## config.mk

```make
export PLATFORM = sky130hd
export DESIGN_NAME = frame_plotter
export DESIGN_NICKNAME = d
export VERILOG_FILES = /design/src/rtl/frame_plotter.sv
export SDC_FILE = /design/constraint.sdc
export NUM_CORES = 1
export LEC_CHECK = 0
export ABC_AREA = 1
export CAP_MARGIN = 10
export CORE_ASPECT_RATIO = 0.6
export CORE_MARGIN = 2
export CORE_UTILIZATION = 50
export CTS_CLUSTER_SIZE = 16
export DETAILED_ROUTE_END_ITERATION = 10
export PLACE_DENSITY = 0.8
export SETUP_SLACK_MARGIN = 0.15
export SLEW_MARGIN = 10
export SYNTH_ARGS = -nofsm -noshare
export SYNTH_HDL_FRONTEND = slang
export SYNTH_SLANG_ARGS = --single-unit
```

## constraint.sdc

```tcl
create_clock -name clk -period 3.2 [get_ports clk]
set_input_delay 0.64 -clock clk [delete_from_list [all_inputs] [get_ports clk]]
set_output_delay 0.64 -clock clk [all_outputs]
set_load 0.01 [all_outputs]
```

## src/rtl/frame_plotter.sv

```systemverilog
// rtl/frame_plotter.sv - raster scan driver realigning renderer colors into framebuffer plots
module frame_plotter #(
    parameter int SCREEN_W       = 160,
    parameter int SCREEN_H       = 120,
    parameter int RENDER_LATENCY = 2
) (
    input  logic       clk,
    input  logic       resetn,
    input  logic       frameClk,
    output logic [7:0] x,
    output logic [7:0] y,
    input  logic [2:0] color_in,
    output logic [7:0] vga_x,
    output logic [7:0] vga_y,
    output logic [2:0] vga_color,
    output logic       vga_plot,
    output logic       busy,
    output logic       frame_done,
    output logic [7:0] overrun_cnt
);
    localparam logic [7:0] X_LAST = 8'(SCREEN_W - 1);
    localparam logic [7:0] Y_LAST = 8'(SCREEN_H - 1);
    localparam logic [2:0] LAT    = 3'(RENDER_LATENCY);
    localparam int         LAST   = RENDER_LATENCY - 1;

    typedef enum logic [1:0] {IDLE, SCAN, DRAIN} state_t;

    state_t     state_q, state_d;
    logic [7:0] x_q, x_d, y_q, y_d;
    logic [2:0] cnt_q, cnt_d;
    logic       pending_q, pending_d;
    logic [7:0] ovr_q, ovr_d;
    logic       sync1_q, sync2_q, prev_q;
    logic       req;
    logic       issue_valid;

    logic [RENDER_LATENCY-1:0] pv_q;
    logic [7:0]                px_q [RENDER_LATENCY];
    logic [7:0]                py_q [RENDER_LATENCY];
    logic [7:0]                vga_x_q, vga_y_q;
    logic [2:0]                vga_color_q;
    logic                      vga_plot_q;

    always_ff @(posedge clk or negedge resetn) begin
        if (!resetn) begin
            sync1_q <= 1'b0;
            sync2_q <= 1'b0;
            prev_q  <= 1'b0;
        end else begin
            sync1_q <= frameClk;
            sync2_q <= sync1_q;
            prev_q  <= sync2_q;
        end
    end

    assign req = sync2_q & ~prev_q;

    always_ff @(posedge clk or negedge resetn) begin
        if (!resetn) begin
            state_q   <= IDLE;
            x_q       <= '0;
            y_q       <= '0;
            cnt_q     <= '0;
            pending_q <= 1'b0;
            ovr_q     <= '0;
        end else begin
            state_q   <= state_d;
            x_q       <= x_d;
            y_q       <= y_d;
            cnt_q     <= cnt_d;
            pending_q <= pending_d;
            ovr_q     <= ovr_d;
        end
    end

    always_comb begin
        state_d   = state_q;
        x_d       = x_q;
        y_d       = y_q;
        cnt_d     = cnt_q;
        pending_d = pending_q;
        ovr_d     = ovr_q;
        case (state_q)
            IDLE: begin
                // A request landing on the one IDLE cycle of a pending start becomes the next pending frame
                if (req || pending_q) begin
                    state_d   = SCAN;
                    pending_d = req && pending_q;
                end
            end
            SCAN: begin
                if (x_q == X_LAST) begin
                    x_d = '0;
                    if (y_q == Y_LAST) begin
                        y_d     = '0;
                        state_d = DRAIN;
                        cnt_d   = LAT;
                    end else begin
                        y_d = y_q + 8'd1;
                    end
                end else begin
                    x_d = x_q + 8'd1;
                end
            end
            DRAIN: begin
                if (cnt_q == 3'd0) state_d = IDLE;
                else               cnt_d   = cnt_q - 3'd1;
            end
            default: state_d = IDLE;
        endcase
        if (req && state_q != IDLE) begin
            if (!pending_q)            pending_d = 1'b1;
            else if (ovr_q != 8'hFF)   ovr_d     = ovr_q + 8'd1;
        end
    end

    always_comb begin
        busy        = (state_q != IDLE);
        issue_valid = (state_q == SCAN);
        frame_done  = (state_q == DRAIN) && (cnt_q == 3'd0);
    end

    // Coordinate delay line matching the renderer latency
    always_ff @(posedge clk or negedge resetn) begin
        if (!resetn) begin
            pv_q <= '0;
            for (int i = 0; i < RENDER_LATENCY; i++) begin
                px_q[i] <= '0;
                py_q[i] <= '0;
            end
        end else begin
            pv_q[0] <= issue_valid;
            px_q[0] <= x_q;
            py_q[0] <= y_q;
            for (int i = 1; i < RENDER_LATENCY; i++) begin
                pv_q[i] <= pv_q[i-1];
                px_q[i] <= px_q[i-1];
                py_q[i] <= py_q[i-1];
            end
        end
    end

    always_ff @(posedge clk or negedge resetn) begin
        if (!resetn) begin
            vga_plot_q  <= 1'b0;
            vga_x_q     <= '0;
            vga_y_q     <= '0;
            vga_color_q <= '0;
        end else begin
            vga_plot_q <= pv_q[LAST];
            if (pv_q[LAST]) begin
                vga_x_q     <= px_q[LAST];
                vga_y_q     <= py_q[LAST];
                vga_color_q <= color_in;
            end
        end
    end

    assign x           = x_q;
    assign y           = y_q;
    assign overrun_cnt = ovr_q;
    assign vga_x       = vga_x_q;
    assign vga_y       = vga_y_q;
    assign vga_color   = vga_color_q;
    assign vga_plot    = vga_plot_q;
endmodule

```

# Word-level counts from Yosys, hierarchy flattened
# Index checks and enable logic that the tools add are counted.
# classes
add_sub_neg,4
multipliers,0
n_div,0
magnitude_cmp,0
n_eq_ne,10
n_shift,0
muxes,15
bitwise_logic,2
reduce_logical,12
# op_table
cell,n
"adder 8 x 1 -> 8 bit, second input constant",3
2-to-1 mux 8 bit,2
2-to-1 mux 3 bit,3
"== test 8 x 7 -> 1 bit, second input constant",1
"== test 8 bit, second input constant",1
2-to-1 mux 2 bit,4
"!= test 8 bit, second input constant",1
AND reduction 4 bit,2
"!= test 2 bit, second input constant",3
case mux 2 bit (3 select lines),1
case mux 3 bit (2 select lines),1
2-to-1 mux 1 bit,4
"!= test 2 x 1 -> 1 bit, second input constant",2
nonzero test 2 bit,2
logical AND 1 bit,3
logical NOT 3 bit,1
AND reduction 3 bit,1
"subtractor 3 x 1 -> 3 bit, second input constant",1
"== test 2 x 1 -> 1 bit, second input constant",1
"== test 2 bit, second input constant",1
logical NOT 2 bit,1
AND reduction 2 bit,1
AND 1 bit,1
logical OR 1 bit,1
NOT 1 bit,1
# word_totals
register_bits,87
latch_bits,0
ramBits,0
mem_bits_ro,0
input_bits,6
output_inout_bits,46
mem_count,0

# Logic depth before layout (Yosys ltp)
# logic_depth
ltp_word,7
ltp_mapped,8
depth_no_buf,8

# Worst setup path before layout
# OpenSTA, ideal clock, no wires.
# synth_path
kind,reg2out
start,register cnt_q[0]
end,output port frame_done
arrival_ns,0.830
t_required_ns,2.560
path_slack_ns,1.730
path_stages_with_launch,5
path_cell_list,dfrtp_1 -> inv_1 -> ha_1 -> nand2_1 -> nor2_1
# synth_via
elab_chain_len,2
# synth_lines
item,line_no,text
start: declaration,30,"logic [2:0] cnt_q, cnt_d;"
start signal: assignment,70,cnt_q <= cnt_d;
logical NOT 3 bit,120,frame_done = (state_q == DRAIN) && (cnt_q == 3'd0);
logical AND 1 bit,120,
end: declaration,18,"output logic frame_done,"
# Every way passes these cells.

# Worst setup path after layout
# Same ends and word-level chain as after synthesis.

==> results by group <==
Outcome
  • Status: finished clean

Route
  • Drt total wl: ~6 mm
  • TritonRoute pass-1 iters: 4
  • Drt drc: 0
  • Via density: about 4.8
  • Iter 0 DRT Violations: between 150 and 200
  • Drt wl/cell: about 13 um
  • Via count: about 2,200
  • Post-route ant nets: 0

Synthesis
  • Count leader, synth: dfrtp_1
  • Syn_area_per_cell: around 11 um2
  • Post-synthesis async set-or-reset flop share: 1.00
  • Mapped Area: ~0.0034 mm2
  • Unique masters post-synth: 23
  • Main area contributors after synthesis: dfrtp_1, nand2_1, mux2_2
  • Synthesized Nets: roughly 320
  • Flop and latch count out of synthesis: 87
  • EDFF count, synth: 0
  • Post-Syn Instances: between 300 and 400
  • Number of synthesis warnings: 0
  • Synth Flop Type: dfrtp_1
  • Leading area contributor after synthesis: dfrtp_1
  • Most instantiated cells after synthesis: dfrtp_1, nand2_1, inv_1
  • Post-synthesis sequential area ratio: 0.644
  • Share of the synthesized area in the top cell type: 0.644

Timing
  • Setup TNS: 0 ns
  • Post-route setup slack: between 0.8 and 0.9 ns
  • Final setup vio count: 0
  • Period utilisation layout: 0.746
  • RSZ-0062 raised after global routing: no
  • Fin. Hold Viols: 0
  • Final Max Tran Viols: 0
  • Slew margin rel.: 0.308
  • Worst Skew: approximately 0.0054 ns
  • Fin crit period: between 2 and 2.5 ns
  • Slew @ Worst Pin: 1.04 ns
  • Maximum clock frequency: between 400 and 500 MHz

Power
  • Power Internal: about 2.3 mW
  • Flop pwr share: 0.465
  • Logic pwr share: 0.204
  • Clock power frac: 0.331
  • Static leakage: around 2.1 nW
  • Net Switching: 932 uW
  • Max VDD drop: roughly 0.45 mV
  • Cell Pwr Density: about 760 mW/mm2
  • Tot Pwr: around 3.2 mW
  • Switching share of power: 0.287

Cells and area
  • Fillers: 509
  • Nets@finish: between 300 and 400
  • Final Util: 0.648
  • Layout cell share with drive strength beyond 1: 0.137
  • Flip-flop and latch area: about 0.0022 mm2
  • Ant. Diodes: 0
  • Area Growth Syn to Fin: 26.9%
  • Multi-input logic area: around 0.0011 mm2

Place
  • RePlAce Congestion: 0.794
  • IO Port Bufs: between 50 and 60
  • HPWL Detailed: around 3.9 mm
  • Worst slack, placed: between 1 and 1.5 ns

Setup path
  • WP data arrival: roughly 1.8 ns
  • Reg2reg path depth: 8
  • Crit-path max FO: 3
  • Worst Path Required: between 2 and 3 ns
  • Worst Setup End Kind: primary output
  • FF-to-FF End: cnt_q[1]
  • WS Path Type: reg2out
  • Reg-to-reg slack, setup: 1.58 ns
  • Worst r2r src: x[1]
  • CP Launch Type: flip-flop

Min path
  • Worst hold path class: reg2reg
  • Hold Crit Start: py_q[14]
  • Hold EP: py_q[6]
  • Worst hold stages: 0

CTS
  • Setup bufs post-CTS: 0
  • Cell chosen for the clock root: clkbuf_16
  • CTS Hold Bufs: 0
  • H-Tree Level Count: 3
  • Worst skew pair latency: between 0.3 and 0.4 ns
  • TritonCTS buffer count: 9
  • Clock tree sinks: 87
  • CTS clk-pin slew, worst paths: roughly 0.070 ns
  • CTS tree: yes
  • Clock Tree Buf Depth: 2
  • PostCTS Resize Cnt: 0

Flow run
  • Max_cap viols: 0

Global routing
  • Most Used Layer, Global Route: met2
  • GRT Overall Usage: 0.181
  • Met1 Use GR: 0.243
  • Met3 Use GR: 0.0569
  • Met2 global-route usage: 0.269
  • Initial antenna violation count: 0
  • Global-route wire length before repair: just under 10 mm
  • Pin count of the biggest net entering global routing: 88
  • Vias in the first global route: between 2,000 and 2,500
  • Total grt overflow: 0

Die
  • Ports: 52
  • Cell Rows: 23
  • CORE AREA: between 0.006 and 0.007 mm2
  • Die ar.: 0.00745 mm2
  • Chip width: roughly 110 um
  • Initial core utilization: 0.510
  • Die height: 67.7 um
==> power groups by stage <==
stage                     clock [mW]  combinational [mW]  sequential [mW]
after CTS                       1.10               0.672             1.52
after global placement             0               0.649             1.52
after global routing            1.15               0.738             1.55
after detailed placement           0               0.669             1.53
final                           1.07               0.664             1.51
after floorplan                    0               0.294             1.54
==> state kept, by name, indices dropped and copies added (netlist names) <==
signal       count
vga_x            8
sync1_q          1
prev_q           1
state_q          2
cnt_q            3
vga_color        3
pv_q             2
vga_y            8
x                8
vga_plot         1
px_q            16
pending_q        1
overrun_cnt      8
sync2_q          1
py_q            16
y                8
==> cell usage in the layout, fill, tap and decap left out, types with 9 or more instances in the layout <==
master / instances
clkbuf_16: 9
clkdlybuf4s50_1: 50
nand3_1: 23
dfrtp_1: 87
mux2_2: 19
nor2_1: 20
o21ai_0: 9
nand2_1: 78
inv_1: 30
==> layout make-up <==
type                       count  share of cell area
clock buffer                   9              0.0525
tap                           87              0.0254
sequential                    87               0.508
inverter                      33              0.0292
clock inverter                 7              0.0204
timing repair buffer          51               0.119
multi-input combinational    184               0.246
==> per-stage QoR <==
step                hold slack, ns  std cells  area [um2]
floorplan                    0.331        307        3380
global placement             0.332        442        3970
detailed placement           0.335        442        3970
CTS                          0.349        458        4290
global route                 0.354        458        4290
finish                       0.348        458        4290
==> cells by family after synthesis <==
| logic type | share of synthesized area |
|---|---|
| AND/OR/NAND/NOR | 0.176 |
| flip-flops | 0.644 |
| XOR/XNOR | 0.0307 |
| AO/OA/AOI/OAI | 0.0233 |
| buffers and inverters | 0.0433 |
| adder cells (fa/ha/maj) | 0.0185 |
| multiplexers | 0.0633 |
==> worst max path at each step <==
stage,endpoint,cells after the start,start
floorplan,frame_done,4,cnt_q[0]
global placement,frame_done,5,cnt_q[0]
detailed placement,frame_done,5,cnt_q[0]
CTS,frame_done,5,cnt_q[0]
global route,frame_done,5,cnt_q[0]
finish,frame_done,5,cnt_q[0]
==> routing by layer <==
| metal | up-vias | wire [um] |
|---|---|---|
| met2 | 60 | 2760 |
| met5 | - | 0 |
| met4 | 0 | 96 |
| met1 | 1045 | 2880 |
| li1 | 1094 | - |
| met3 | 10 | 311 |
==> worst max-delay path, cell delays in order, from the launching register on <==
cell	delay, ns
dfrtp_1	0.37
inv_1	0.11
ha_1	0.15
nand2_1	0.08
nor2_1	0.14
clkdlybuf4s50_1	0.55
(Power assumes the default switching activity.)
